<file path="src/rtl/flag_branch_unit.sv">
// NZCV capture and branch resolution between EX and PC select.
// Define FLAG_FWD_EN to bypass EX flags into B.cond and remove the stall.
module flag_branch_unit #(
   parameter int CNT_W = 32
) (
   input  logic             clk,
   input  logic             reset_n,
   input  logic             ex_valid,
   input  logic             ex_set_flags,
   input  logic             ex_negative,
   input  logic             ex_zero,
   input  logic             ex_overflow,
   input  logic             ex_carry_out,
   input  logic             br_req,
   input  logic             br_is_cb,
   input  logic             br_cb_nz,
   input  logic             br_cb_zero,
   input  logic [3:0]       br_cond,
   input  logic             flush,
   output logic             br_valid,
   output logic             br_taken,
   output logic             stall,
   output logic [3:0]       nzcv,
   output logic [CNT_W-1:0] taken_count,
   output logic [CNT_W-1:0] stall_count
);

   typedef enum logic {
      IDLE,
      HOLD
   } state_t;

   state_t           r_state;
   state_t           w_state_nx;
   logic [3:0]       r_nzcv;
   logic             r_br_valid;
   logic             r_br_taken;
   logic [CNT_W-1:0] r_taken_cnt;
   logic [CNT_W-1:0] r_stall_cnt;

   logic       w_ex_wr;
   logic       w_flag_we;
   logic [3:0] w_ex_nzcv;
   logic [3:0] w_flags;
   logic       w_need_stall;
   logic       w_base;
   logic       w_inv;
   logic       w_cond_ok;
   logic       w_taken;
   logic       w_resolve;

   assign w_ex_wr   = ex_valid & ex_set_flags;
   assign w_flag_we = w_ex_wr & ~flush;
   assign w_ex_nzcv = {ex_negative, ex_zero,
                       ex_carry_out, ex_overflow};

`ifdef FLAG_FWD_EN
   assign w_flags      = w_ex_wr ? w_ex_nzcv : r_nzcv;
   assign w_need_stall = 1'b0;
`else
   assign w_flags      = r_nzcv;
   assign w_need_stall = br_req & ~br_is_cb & w_ex_wr;
`endif

   // Odd codes invert the even base, except 111x which is always taken.
   always_comb begin
      w_base = 1'b1;
      unique case (br_cond[3:1])
         3'b000: w_base = w_flags[2];
         3'b001: w_base = w_flags[1];
         3'b010: w_base = w_flags[3];
         3'b011: w_base = w_flags[0];
         3'b100: w_base = w_flags[1] & ~w_flags[2];
         3'b101: w_base = w_flags[3] == w_flags[0];
         3'b110: w_base = ~w_flags[2] &
                          (w_flags[3] == w_flags[0]);
         3'b111: w_base = 1'b1;
      endcase
   end

   assign w_inv     = br_cond[0] & (br_cond[3:1] != 3'b111);
   assign w_cond_ok = w_base ^ w_inv;
   assign w_taken   = br_is_cb ? (br_cb_zero ^ br_cb_nz)
                               : w_cond_ok;

   always_comb begin
      w_state_nx = r_state;
      w_resolve  = 1'b0;
      unique case (r_state)
         IDLE: begin
            if (br_req && !flush) begin
               if (w_need_stall) w_state_nx = HOLD;
               else              w_resolve  = 1'b1;
            end
         end
         HOLD: begin
            w_state_nx = IDLE;
            w_resolve  = ~flush;
         end
         default: w_state_nx = IDLE;
      endcase
   end

   always_ff @(posedge clk or negedge reset_n) begin
      if (!reset_n) begin
         r_state     <= IDLE;
         r_nzcv      <= '0;
         r_br_valid  <= 1'b0;
         r_br_taken  <= 1'b0;
         r_taken_cnt <= '0;
         r_stall_cnt <= '0;
      end else begin
         r_state    <= w_state_nx;
         r_br_valid <= w_resolve;
         r_br_taken <= w_resolve & w_taken;
         if (w_flag_we)
            r_nzcv <= w_ex_nzcv;
         if (w_resolve & w_taken)
            r_taken_cnt <= r_taken_cnt + CNT_W'(1);
         if (r_state == HOLD)
            r_stall_cnt <= r_stall_cnt + CNT_W'(1);
      end
   end

   assign br_valid    = r_br_valid;
   assign br_taken    = r_br_taken;
   assign stall       = (r_state == HOLD);
   assign nzcv        = r_nzcv;
   assign taken_count = r_taken_cnt;
   assign stall_count = r_stall_cnt;

endmodule
</file>
<file path="config.mk">
export PLATFORM = sky130hd
export DESIGN_NAME = flag_branch_unit
export DESIGN_NICKNAME = d
export VERILOG_FILES = /design/src/rtl/flag_branch_unit.sv
export SDC_FILE = /design/constraint.sdc
export NUM_CORES = 1
export LEC_CHECK = 0
export BUFFER_PORTS_ARGS = -buffer_cell sky130_fd_sc_hd__buf_4
export CORE_MARGIN = 5
export CORE_UTILIZATION = 40
export DETAILED_ROUTE_END_ITERATION = 12
export GPL_TIMING_DRIVEN = 0
export PLACE_DENSITY = 0.66
export SYNTH_ARGS = -nofsm -noshare
export SYNTH_HDL_FRONTEND = slang
export SYNTH_SLANG_ARGS = --single-unit
</file>
<file path="constraint.sdc">
create_clock -name clk -period 1.9 [get_ports clk]
set_input_delay 0.095 -clock clk [delete_from_list [all_inputs] [get_ports clk]]
set_output_delay 0.095 -clock clk [all_outputs]
set_load 0.01 [all_outputs]
</file>
Word-level counts from Yosys, hierarchy flattened:

Cells that the tools add are included.

* register bits: 71
* output and inout port bits: 71

* muxes and demuxes: 8
* reductions and logical operators: 3
* bitwise gates (word level): 14
* $add $sub $neg: 2
* equal/unequal tests: 9

Operators by type and width (count)
* adder 32 x 1 -> 32 bit, second input constant: 2
* equality test 3 bit, second input constant: 4
* AND 1 bit: 8
* case mux 1 bit (8 select lines): 1
* equality test 3 x 2 -> 1 bit, second input constant: 2
* 2-to-1 mux 1 bit: 5
* inverter 1 bit: 4
* case mux 1 bit (2 select lines): 2
* equality test 3 x 1 -> 1 bit, second input constant: 1
* zero test 3 bit: 1
* inequality test 3 bit, second input constant: 1
* bitwise XOR 1 bit: 2
* equality test 1 bit: 1
* logical AND 1 bit: 1
* zero test 1 bit: 1

Depth between registers and ports, before layout:

Gate-level depths: netlist of run 1.

* depth after elaboration: 7
* gate-level depth with buffers: 8
* gate-level depth less buffers: 6

Least setup slack after synthesis of run 1:

OpenSTA, ideal clock, no wires.

* kind: register -> register
* from: reg r_nzcv[0], in the netlist nzcv[0]
* to: reg r_taken_cnt[1], in the netlist taken_count[1]
* setup slack: -0.182 ns
* data required time: 1.775 ns
* buffers on the path: 0
* period minus slack after synthesis: 2.082 ns
* stages on the path, launching flop included: 7
* arrival time: 1.957 ns
* library setup time: 0.125 ns
* path through: dfrtp_1 -> mux4_2 -> xor2_2 -> o31ai_4 -> nand3b_4 -> nor2_2 -> mux2_4

* cells in the longest elaborated chain, start to end: 6

RTL lines
* start: declaration: RTL line 35 `logic [3:0] r_nzcv;`
* start signal: assignment: RTL line 117 `r_nzcv <= w_ex_nzcv;`
* equality test 1 bit: RTL line 74, 76
* AND 1 bit: RTL line 75 `3'b110: w_base = ~w_flags[2] &`
* case mux 1 bit (8 select lines) (*): RTL line 68 `unique case (br_cond[3:1])`
* bitwise XOR 1 bit (*): RTL line 82 `assign w_cond_ok = w_base ^ w_inv;`
* 2-to-1 mux 1 bit (*): RTL line 83 `assign w_taken = br_is_cb ? (br_cb_zero ^ br_cb_nz)`
* AND 1 bit (*): RTL line 118 `if (w_resolve & w_taken)`
* end signal: assignment: RTL line 119 `r_taken_cnt <= r_taken_cnt + CNT_W'(1);`
* end: declaration: RTL line 38 `logic [CNT_W-1:0] r_taken_cnt;`

Every way passes the cells marked *; elsewhere a longest branch is shown, timed or not.
A chain may end at the register's enable or synchronous reset.

Worst setup path after layout of run 1:

* from: reg r_nzcv[1], in the netlist nzcv[1]
* to: reg r_taken_cnt[1], in the netlist taken_count[1]

* cells in the longest elaborated chain, start to end: 5

RTL lines
* AND 1 bit: RTL line 73 `3'b100: w_base = w_flags[1] & ~w_flags[2];`
* case mux 1 bit (8 select lines) (*): RTL line 68
* bitwise XOR 1 bit (*): RTL line 82
* 2-to-1 mux 1 bit (*): RTL line 83
* AND 1 bit (*): RTL line 118

Marks and branches as above.

==> results of run 1 <==
## sequential cells by signal (all words and copies together) (netlist names)
| register | count |
|---|---|
| br_taken | 1 |
| br_valid | 1 |
| nzcv | 4 |
| stall | 1 |
| stall_count | 32 |
| taken_count | 32 |
## worst max-delay path, stage by stage, from the launching register on
cell,delay (ps)
dfrtp_1,390
mux4_2,490
xor2_2,180
o31ai_4,70
nand3b_4,280
nor2_2,240
mux2_4,320
## kinds of logic (layout without fill, tap and decap cells)
family	Yosys count	after routing	synth area share, %
AND/OR/NAND/NOR	133	133	22.81
buffers and inverters	14	143	2.084
adder cells (fa/ha/maj)	2	2	0.7442
XOR/XNOR	65	65	17.16
flip-flops	71	71	52.85
multiplexers	7	7	2.791
AO/OA/AOI/OAI	5	5	1.563
## layout by cell type (no fill, tap or decap), types with 8 or more instances in the layout
master,count
buf_4,107
dfrtp_1,70
xnor2_1,32
xor2_1,31
nand2_1,29
nand3_1,21
nand4_1,12
clkbuf_8,11
nor3_4,10
nor2_1,8
and3_1,8
nor4_4,8
## per-stage QoR
stage          power (W)  cells  util, %
4_1_cts         0.003955    525    58.32
3_3_place_gp    0.002421    489    51.03
2_1_floorplan   0.002103    297        -
5_1_grt         0.004231    531    60.85
3_5_place_dp    0.002436    489    51.03
6_report        0.004025    531    60.85
## power breakdown
group          internal [W]  total [W]  leakage [nW]  switching [W]
clock              0.000809    0.00138         0.112       0.000575
combinational      0.000444   0.000868          1.38       0.000424
sequential          0.00162    0.00177         0.942       0.000155
total               0.00287    0.00402          2.43        0.00115
## routing by layer
layer  vias up  share of wire, %  track usage (%)
met5         -                 0                0
met4         0               1.3            4.499
met3         9               5.9            5.372
met2        71                50            27.72
met1      1355                43            21.82
li1       1291                 -                -
## timing repair
| action | 4_1_cts | 5_1_grt |
|---|---|---|
| buffers inserted | 13 | 6 |
| setup endpoints to repair | 36 | 37 |
| hold buffers | 6 | 0 |
| endpoints found under the hold margin | 76 | 0 |
| gates cloned | 1 | 1 |
| pin swaps | 18 | 25 |
| resized for setup | 34 | 33 |
## area by class of cell
class | instances | share of cell area [%]
Inverter | 8 | 0.6006
Clock buffer | 11 | 3.028
Tap cell | 105 | 2.628
Clock inverter | 5 | 1.602
Timing Repair Buffer | 114 | 18.17
Sequential cell | 71 | 35.56
Multi-Input combinational cell | 212 | 37.14
Buffer | 5 | 1.276
## final timing paths
path	from	to	slack, ps
max in group asynchronous	reset_n	taken_count[2]$_DFFE_PN0P_	850
max reg2reg	nzcv[1]$_DFFE_PN0P_	taken_count[1]$_DFFE_PN0P_	-190
min	br_is_cb	stall$_DFF_PN0_	40
min in group asynchronous	reset_n	stall_count[6]$_DFFE_PN0P_	420
max	nzcv[1]$_DFFE_PN0P_	taken_count[1]$_DFFE_PN0P_	-190
min reg2reg	stall_count[31]$_DFFE_PN0P_	stall_count[31]$_DFFE_PN0P_	480
==> impl_metrics.env, run 1 <==
export IMPL_synth_cell_types=35
export IMPL_finalSetupTns_ps=-3629
export IMPL_ctsHtreeMaxLevel=3
export IMPL_vdd_drop_max_mv=0.6324
export IMPL_dp_hpwl_um=5469
export IMPL_finalCriticalPeriod_ps=2095
export IMPL_rsz0062_at_grt="true"
export IMPL_syn_nets=316
export IMPL_clock_path_buffers=2
export IMPL_n_fill_cell=677
export IMPL_worst_pin_slew_ps=896.3
export IMPL_core_sq_um=8217
export IMPL_synth_avg_cell_area_sq_um=11.32
export IMPL_die_area_sq_um=10340
export IMPL_track_usage_pct=16.95
export IMPL_multi_input_area_sq_um=1857
export IMPL_yosys_area_top_type_share_pct=52.85
export IMPL_vias_per_cell=5.134
export IMPL_clock_skew_ps=8.973
export IMPL_grt_ovfl_total=0
export IMPL_asyncSetResetFlopFracSynth_pct=100.0
export IMPL_run_status="finished with violations"
export IMPL_yosys_cell_count_top_type="dfrtp_1"
export IMPL_cts_root_buf="clkbuf_8"
export IMPL_die_h_um=101.7
export IMPL_routabilityCongestion=0.7593
export IMPL_place_ws_ps=-379.2
export IMPL_dr_first_iter_drc_count=71
export IMPL_drt_pass1_iterations=4
export IMPL_io_buffers=87
export IMPL_seqCellArea_sq_um=1778
export IMPL_hold_slack_ps=43.88
export IMPL_leakagePower_nw=2.432
export IMPL_drcViolationCount=0
export IMPL_required_ps=2140
export IMPL_finalWorstSetupSlack_ps=-194.8
export IMPL_yosysTopAreaCell="dfrtp_1"
export IMPL_fin_area_sq_um=5000
export IMPL_fmax_mhz=477.4
export IMPL_synth_edf_count=0
export IMPL_startpoint_type="flip-flop"
export IMPL_finalSetupViolCount=27
export IMPL_routedWlPerCell_um=15.89
export IMPL_ys_warn_count=0
export IMPL_path_class="flip-flop to flip-flop"
export IMPL_grt_max_degree=72
export IMPL_r2r_cells=6
export IMPL_antenna_left=0
export IMPL_rows=33
export IMPL_synthTopCellsByArea="dfrtp_1 (53%), xnor2_1 (8.6%), xor2_1 (8.1%)"
export IMPL_ys_ff_latch=71
export IMPL_synth_common_cells="dfrtp_1 (71), xnor2_1 (33), nand2_1 (31), xor2_1 (31), nand3_1 (22)"
export IMPL_grt_pass1_wl_um=13860
export IMPL_clkLatencyLatePin_ps=340
export IMPL_violations="negative setup slack"
export IMPL_wl_um=8437
export IMPL_grt_pass1_vias=2786
export IMPL_hold_viol_final=0
export IMPL_min_period_over_period_pct=110.3
export IMPL_ys_seq_area_share_pct=52.85
export IMPL_antenna_found_initial=0
export IMPL_slew_headroom_pct=40.24
export IMPL_clk_pin_slew_ps=80
export IMPL_max_cap_viol_count=0
export IMPL_critPathCaptureType="flip-flop"
export IMPL_pin_count=88
export IMPL_area_growth_pct=48.72
export IMPL_diodes=0
export IMPL_arrival_ps=2330
export IMPL_tritoncts="yes"
export IMPL_placedInstanceArea_sq_um=4193
export IMPL_powerDensity_nw_per_um2=805.0
export IMPL_cts_sinks=71
export IMPL_worstPathMaxFanout=8
export IMPL_cts_buffers=9
export IMPL_drive_above_1_share_pct=44.60
export IMPL_fp_dieW_um=101.7
export IMPL_syn_inst=297
export IMPL_min_path_cells=4
export IMPL_syn_area_sq_um=3362
export IMPL_route_vias_total=2726
export IMPL_synthFlopType="dfrtp_1"
export IMPL_final_net_count=440
export IMPL_initial_core_util_pct=40.92
export IMPL_hp_class="primary input to flip-flop"
export IMPL_drv_slew=0
No activity file was read; power rests on OpenSTA's default activity.
==> inputs of run 2 (changes only) <==
CORE_ASPECT_RATIO = 1.5   (was not set)
CORE_MARGIN = 2   (was 5)
==> impl_metrics.env, run 2 (synthesized netlist as in run 1, its figures left out) <==
export IMPL_startpoint_type="flip-flop"
export IMPL_drive_above_1_share_pct=42.58
export IMPL_max_cap_viol_count=0
export IMPL_hold_slack_ps=15.20
export IMPL_vdd_drop_max_mv=0.7142
export IMPL_totalPowerFinal_w=0.004296
export IMPL_crit_path_end="taken_count[3]$_DFFE_PN0P_"
export IMPL_io_buffers=87
export IMPL_ctsHtreeMaxLevel=3
export IMPL_dr_first_iter_drc_count=120
export IMPL_final_net_count=432
export IMPL_rows=41
export IMPL_initial_core_util_pct=40.45
export IMPL_reg2reg_to="taken_count[3]$_DFFE_PN0P_"
export IMPL_worstPathMaxFanout=10
export IMPL_leakagePower_nw=2.420
export IMPL_startpoint="nzcv[0]$_DFFE_PN0P_"
export IMPL_instances_no_fill=525
export IMPL_fp_dieW_um=78.86
export IMPL_finalWorstSetupSlack_ps=-189.3
export IMPL_dp_hpwl_um=5300
export IMPL_worst_pin_slew_ps=910.1
export IMPL_r2r_cells=7
export IMPL_required_ps=2100
export IMPL_finalSetupViolCount=31
export IMPL_seqCellArea_sq_um=1779
export IMPL_drcViolationCount=0
export IMPL_die_h_um=116.3
export IMPL_slew_headroom_pct=39.33
export IMPL_hold_viol_final=0
export IMPL_grt_max_degree=72
export IMPL_run_status="finished with violations"
export IMPL_grt_pass1_wl_um=13130
export IMPL_finalCriticalPeriod_ps=2089
export IMPL_die_area_sq_um=9170
export IMPL_vias_per_cell=5.097
export IMPL_hp_class="primary input to flip-flop"
export IMPL_r2r_start="nzcv[0]$_DFFE_PN0P_"
export IMPL_rsz0062_at_grt="true"
export IMPL_clkLatencyLatePin_ps=320
export IMPL_clk_pin_slew_ps=50
export IMPL_drv_slew=0
export IMPL_arrival_ps=2290
export IMPL_place_inst=491
export IMPL_diodes=0
export IMPL_antenna_found_initial=0
export IMPL_n_fill_cell=704
export IMPL_grt_pass1_vias=2662
export IMPL_wl_um=8271
export IMPL_route_vias_total=2676
export IMPL_routedWlPerCell_um=15.75
export IMPL_violations="negative setup slack"
export IMPL_fmax_mhz=478.6
export IMPL_cts_sinks=71
export IMPL_grt_ovfl_total=0
export IMPL_track_usage_pct=18.54
export IMPL_powerDensity_nw_per_um2=864.6
export IMPL_min_period_over_period_pct=110.0
export IMPL_multi_input_area_sq_um=1821
export IMPL_layout_commonest_cell="buf_4"
export IMPL_cts_buffers=9
export IMPL_drt_pass1_iterations=4
export IMPL_tritoncts="yes"
export IMPL_antenna_left=0
export IMPL_clock_skew_ps=3.157
export IMPL_final_cell_mix="buf_4 (99), dfrtp_1 (69), xnor2_1 (33)"
export IMPL_reg2reg_setup_slack_ps=-190
export IMPL_pin_count=88
export IMPL_area_growth_pct=47.79
export IMPL_clock_path_buffers=2
export IMPL_path_class="flip-flop to flip-flop"
export IMPL_critPathCaptureType="flip-flop"
export IMPL_routabilityCongestion=0.8015
export IMPL_core_sq_um=8310
export IMPL_cts_root_buf="clkbuf_16"
run 2: repair_timing:
action | 4_1_cts | 5_1_grt
hold endpoints to repair | 75 | 0
gates cloned | 1 | 0
setup endpoints to repair | 40 | 39
buffers inserted | 7 | 6
pin swaps | 18 | 12
hold buffers | 5 | 0
gates resized for setup | 37 | 24
run 2: final cells by class:
| class | count | share of cell area [%] |
|---|---|---|
| well taps | 107 | 2.695 |
| inverters | 8 | 0.6044 |
| repair buffers | 106 | 16.82 |
| flip-flops and latches | 71 | 35.81 |
| clock inverters | 3 | 0.8058 |
| plain buffers | 5 | 1.184 |
| clock buffers | 13 | 5.439 |
| multi-input cells | 212 | 36.64 |
run 2: how the worst min path moves through the flow:
stage	endpoint	cells past startpoint	start
detailed placement	stall_count[7]$_DFFE_PN0P_	1	reset_n
global placement	stall_count[4]$_DFFE_PN0P_	1	reset_n
floorplan	br_taken$_DFF_PN0_	0	reset_n
global route	nzcv[1]$_DFFE_PN0P_	2	ex_carry_out
CTS	nzcv[1]$_DFFE_PN0P_	2	ex_carry_out
finish	nzcv[1]$_DFFE_PN0P_	2	ex_carry_out
run 2: critical path, cell delays in order, from the launching register on:
cell	delay [ps]
dfrtp_1	380
mux4_2	500
xor2_2	170
o31ai_4	240
nand3b_4	280
buf_8	190
nor3_2	50
xor2_1	150
run 2: metal layers:
layer,routed length (um),up-vias,track usage (%)
met3,322,10,4.482
li1,-,1283,-
met1,3314,1324,21.65
met2,4521,59,32.48
met5,0,-,0
met4,112,0,8.046
run 2: per-stage QoR:
stage | setup WS, ps | instance area (sq um) | setup TNS [ps] | utilization, %
global route | -284.6 | 4969 | -7372 | 59.79
finish | -189.3 | 4969 | -4336 | 59.79
floorplan | -181.7 | 3408 | -3858 | -
detailed placement | -405.4 | 4195 | -9600 | 50.48
CTS | -239.5 | 4841 | -6381 | 58.25
global placement | -372.3 | 4195 | -8611 | 50.48
run 2: power breakdown:
part           switching (W)  internal (W)
clock network       0.000605       0.00112
logic               0.000396      0.000390
registers           0.000162       0.00162
